File: src/rtl/nibble_serial_adder.sv
// Nibble-serial adder: adds two W-bit operands one 4-bit slice per cycle.
// Build option: CSKIP_SUB_EN adds a 'sub' port for A - B.
//
// Ports:
//   clk, rst_n        clock, async active-low reset
//   a, b, cin         operands, sampled on accept (IDLE & in_valid)
//   in_valid/in_ready input handshake (ready only in IDLE)
//   s, c              sum and carry out, valid while out_valid
//   out_valid/out_ready output handshake (valid only in DONE)
//   sub               (CSKIP_SUB_EN only) subtract A - B
//   busy              high in RUN and DONE
module nibble_serial_adder #(
    parameter int NIB = 4
) (
    input  logic             clk,
    input  logic             rst_n,
    input  logic [4*NIB-1:0] a,
    input  logic [4*NIB-1:0] b,
    input  logic             cin,
    input  logic             in_valid,
    output logic             in_ready,
    output logic [4*NIB-1:0] s,
    output logic             c,
    output logic             out_valid,
    input  logic             out_ready,
`ifdef CSKIP_SUB_EN
    input  logic             sub,
`endif
    output logic             busy
);

    localparam int W  = 4 * NIB;
    localparam int KW = (NIB > 1) ? $clog2(NIB) : 1;
    localparam logic [KW-1:0] KLAST = KW'(NIB - 1);

    typedef enum logic [1:0] {
        IDLE = 2'd0,
        RUN  = 2'd1,
        DONE = 2'd2
    } state_t;

    state_t        state;
    state_t        nstate;
    logic [KW-1:0] k;
    logic [W-1:0]  opa;
    logic [W-1:0]  opb;
    logic          cy;

    logic [W-1:0]  bsel;
    logic          cysel;

    logic [3:0]    an;
    logic [3:0]    bn;
    logic [3:0]    p;
    logic [3:0]    g;
    logic [3:0]    sum_n;
    logic          rc;
    logic          cout_n;
    logic          last;

    // Operand conditioning at accept. Subtraction is A + ~B + 1,
    // so the final carry doubles as the no-borrow flag.
`ifdef CSKIP_SUB_EN
    always_comb begin
        bsel  = sub ? ~b : b;
        cysel = sub ? 1'b1 : cin;
    end
`else
    always_comb begin
        bsel  = b;
        cysel = cin;
    end
`endif

    // One 4-bit slice: ripple chain for the sum, with a skip path
    // that forwards the slice carry-in when every bit propagates.
    always_comb begin
        an     = opa[4*k +: 4];
        bn     = opb[4*k +: 4];
        p      = an ^ bn;
        g      = an & bn;
        rc     = cy;
        sum_n  = '0;
        for (int i = 0; i < 4; i++) begin
            sum_n[i] = p[i] ^ rc;
            rc       = g[i] | (p[i] & rc);
        end
        cout_n = (&p) ? cy : rc;
    end

    assign last = (k == KLAST);

    always_ff @(posedge clk or negedge rst_n) begin
        if (!rst_n) begin
            state <= IDLE;
        end else begin
            state <= nstate;
        end
    end

    always_comb begin
        nstate = state;
        unique case (state)
            IDLE: if (in_valid) nstate = RUN;
            RUN:  if (last) nstate = DONE;
            DONE: if (out_ready) nstate = IDLE;
            default: nstate = IDLE;
        endcase
    end

    always_ff @(posedge clk or negedge rst_n) begin
        if (!rst_n) begin
            k   <= '0;
            opa <= '0;
            opb <= '0;
            cy  <= 1'b0;
            s   <= '0;
            c   <= 1'b0;
        end else begin
            unique case (state)
                IDLE: begin
                    if (in_valid) begin
                        opa <= a;
                        opb <= bsel;
                        cy  <= cysel;
                        k   <= '0;
                    end
                end
                RUN: begin
                    s[4*k +: 4] <= sum_n;
                    cy          <= cout_n;
                    k           <= k + KW'(1);
                    if (last) c <= cout_n;
                end
                default: begin
                end
            endcase
        end
    end

    assign in_ready  = (state == IDLE);
    assign out_valid = (state == DONE);
    assign busy      = (state == RUN) || (state == DONE);

endmodule

File: config.mk
export PLATFORM = sky130hd
export DESIGN_NAME = nibble_serial_adder
export DESIGN_NICKNAME = d
export VERILOG_FILES = /design/src/rtl/nibble_serial_adder.sv
export SDC_FILE = /design/constraint.sdc
export NUM_CORES = 1
export LEC_CHECK = 0
export ABC_AREA = 1
export CORE_MARGIN = 4
export CORE_UTILIZATION = 55
export DETAILED_ROUTE_END_ITERATION = 8
export HOLD_SLACK_MARGIN = 0.03
export PLACE_DENSITY = 0.81
export SYNTH_ARGS = -nofsm -noshare
export SYNTH_HDL_FRONTEND = slang
export SYNTH_SLANG_ARGS = --single-unit
File: constraint.sdc
create_clock -name clk -period 7 [get_ports clk]
set_input_delay 2.1 -clock clk [delete_from_list [all_inputs] [get_ports clk]]
set_output_delay 2.1 -clock clk [all_outputs]
set_load 0.05 [all_outputs]
==> flow_metrics.py <==
metrics = {
    "status": {
        "status": "finished, final reports clean",
    },
    "synth": {
        "synth_flop_cell": "dfrtp_1",
        "ys_seq_area_share_pct": 48.74,
        "synthArstFlopShare_pct": 100.0,
        "yosysWarningCount": 0,
        "yosys.area.top_type": "dfrtp_1",
        "synth_top_area_share_pct": 48.74,
        "netlist_area_sq_um": 2773,
        "synth_area_leaders": "dfrtp_1 49%, mux2_4 16%, nand2_1 8.0%",
        "synth_nets": 315,
        "yosys_register_bits": 54,
        "synth_common_cells": "59 x nand2_1, 54 x dfrtp_1, 31 x o21ai_0, 30 x mux2_4, 21 x inv_1",
        "syn_area_per_cell_sq_um": 10.62,
        "synth-edff-count": 0,
        "synth_most_common_cell": "nand2_1",
        "synth_cell_types": 18,
        "synthCells": 261,
    },
    "floorplan": {
        "fp.dieW_microns": 79,
        "rows": 25,
        "core_area_sq_um": 4817,
        "dieArea_sq_um": 6241,
        "die_y_microns": 79,
        "start_util_pct": 57.56,
        "num_io_pins": 57,
    },
    "sta": {
        "rsz0062_at_grt": "false",
        "slew_headroom_pct": 24.25,
        "fin_setup_tns_ns": 0,
        "fmax_ghz": 0.2519,
        "setup_violations": 0,
        "timing.final.crit_period_ns": 3.969,
        "fin_worst_skew_ns": 0.007989,
        "worst_pin_slew_ns": 1.136,
        "period_share_pct": 56.70,
        "slew_viol_final": 0,
        "hold_viol": 0,
    },
    "clock_tree": {
        "cts_setup_buffers": 0,
        "htree_levels": 2,
        "cts_resized": 0,
        "cts_hold_buf": 0,
        "insertion_delay_ns": 0.31,
        "clkTransAtPathRegs_ns": 0.09,
        "cts_sinks": 54,
        "clock-root-buffer": "clkbuf_8",
        "cts_tree": "done",
        "numCtsBuffers": 5,
        "clk_path_buf_depth": 2,
    },
    "power": {
        "power_leakage_nw": 1.647,
        "ir_drop_mv": 0.2272,
        "pwr_density_cell_nw_per_um2": 505.6,
        "finalPower_w": 0.001738,
    },
    "cells_and_area": {
        "multi_input_area_sq_um": 1272,
        "n_antenna_cell": 0,
        "final_util_pct": 71.35,
        "area_growth_pct": 23.96,
        "fill_cells": 376,
        "regArea_sq_um": 1351,
        "final_nets": 369,
        "drive_above_1_share_pct": 13.61,
    },
    "drt": {
        "drt_pre_antenna_iters": 4,
        "vias_per_cell": 5.060,
        "drt-total-wl_mm": 5.398,
        "drtAntennaViolNets": 0,
        "vias": 1938,
        "first_iter_violations": 123,
        "avgRoutedWirePerCell_microns": 14.09,
        "remaining_drc_errors": 0,
    },
    "worst_hold_path": {
        "holdCritPathClass": "reg2reg",
    },
    "worst_setup_path": {
        "required_ns": 4.90,
        "critPathCaptureType": "output pin",
        "cp.arrival_ns": 1.87,
        "start_kind": "flip-flop",
        "criticalPathCategory": "reg2out",
        "crit_fanout": 4,
    },
    "placed_design": {
        "port_buffers": 56,
        "gp_congestion": 0.8225,
        "post-dp-hpwl_mm": 3.998,
    },
    "global_route": {
        "grt_pass1_wl_mm": 8.914,
        "grt_max_degree": 55,
        "grt_use_total_pct": 18.02,
        "antenna_found_initial": 0,
        "grt_pass1_vias": 1878,
        "grt-ovfl-total": 0,
    },
    "flow_run": {
        "drv_cap": 0,
    },
}
[worst max-delay path: stages (launching register included)]
cell	delay [ns]
dfrtp_1	0.41
inv_1	0.09
ha_1	0.24
clkdlybuf4s50_1	0.83
[layout make-up]
type                    instances  area share [%]
multi-input cells             176           37.02
inverters                      22           2.403
well taps                      67           2.439
clock buffers                   7           2.512
flip-flops and latches         54           39.32
clock inverters                 1          0.1456
repair buffers                 56           16.16
[registers in the layout (all words and copies together) (netlist names)]
| signal | flops |
|---|---|
| s | 16 |
| c | 1 |
| k | 2 |
| cy | 1 |
| state | 2 |
| opb | 16 |
| opa | 16 |
[worst paths after layout]
kind | startpoint | end | slack [ns] | depth (start not counted)
worst max register to register | k[0]$_DFFE_PN0P_ | s[15]$_DFFE_PN0P_ | 3.22 | 11
worst min-delay path | s[11]$_DFFE_PN0P_ | s[11]$_DFFE_PN0P_ | 0.49 | 2
max in group asynchronous | rst_n | opb[1]$_DFFE_PN0P_ | 4.29 | 1
worst min register to register | s[11]$_DFFE_PN0P_ | s[11]$_DFFE_PN0P_ | 0.49 | 2
worst max-delay path | state[0]$_DFFE_PN0P_ | in_ready | 3.03 | 3
min in group asynchronous | rst_n | s[13]$_DFFE_PN0P_ | 2.01 | 1
[per-layer routing]
layer | vias up | track usage, % | share of wire (%)
met5 | - | 0 | 0
met2 | 51 | 30.47 | 50
li1 | 960 | - | -
met3 | 5 | 4.082 | 5.2
met4 | 0 | 3.952 | 0.70
met1 | 922 | 23.78 | 44
[power by group]
part           switching [W]  internal, W  total, W  leakage, nW
sequential          0.000113     0.000455  0.000568        0.672
combinational       0.000564     0.000430  0.000995        0.927
clock              0.0000953    0.0000800  0.000175       0.0482
total               0.000772     0.000966   0.00174         1.65
[kinds of logic (layout without fill, tap and decap cells)]
family	after synthesis	count (layout)	share of synthesized area (%)
AO/OA/AOI/OAI	35	35	6.498
adder cells (fa/ha/maj)	17	17	8.755
buffers and inverters	31	86	5.370
flip-flops	54	54	48.74
multiplexers	32	32	17.06
AND/OR/NAND/NOR	92	92	13.58
[layout by cell type (no fill, tap or decap), types with 2 or more instances in the layout]
cell type,count
nand2_1,59
o21ai_0,31
nor2_1,14
mux2_2,2
dfrtp_1,54
fa_1,4
o22ai_1,4
nand3_1,16
inv_1,21
mux2_4,30
clkdlybuf4s50_1,55
ha_1,13
clkbuf_8,6
[metrics by stage]
step / cell area [sq um] / std cells / setup slack [ns] / hold WS (ns)
global route: 3437 / 383 / 2.935 / 0.5204
finish: 3437 / 383 / 3.031 / 0.4884
floorplan: 2773 / 261 / 3.947 / 0.4759
detailed placement: 3346 / 375 / 2.923 / 0.4745
CTS: 3437 / 383 / 3.023 / 0.4963
global placement: 3346 / 375 / 3.021 / 0.4673
No activity file was read; power rests on OpenSTA's default activity.
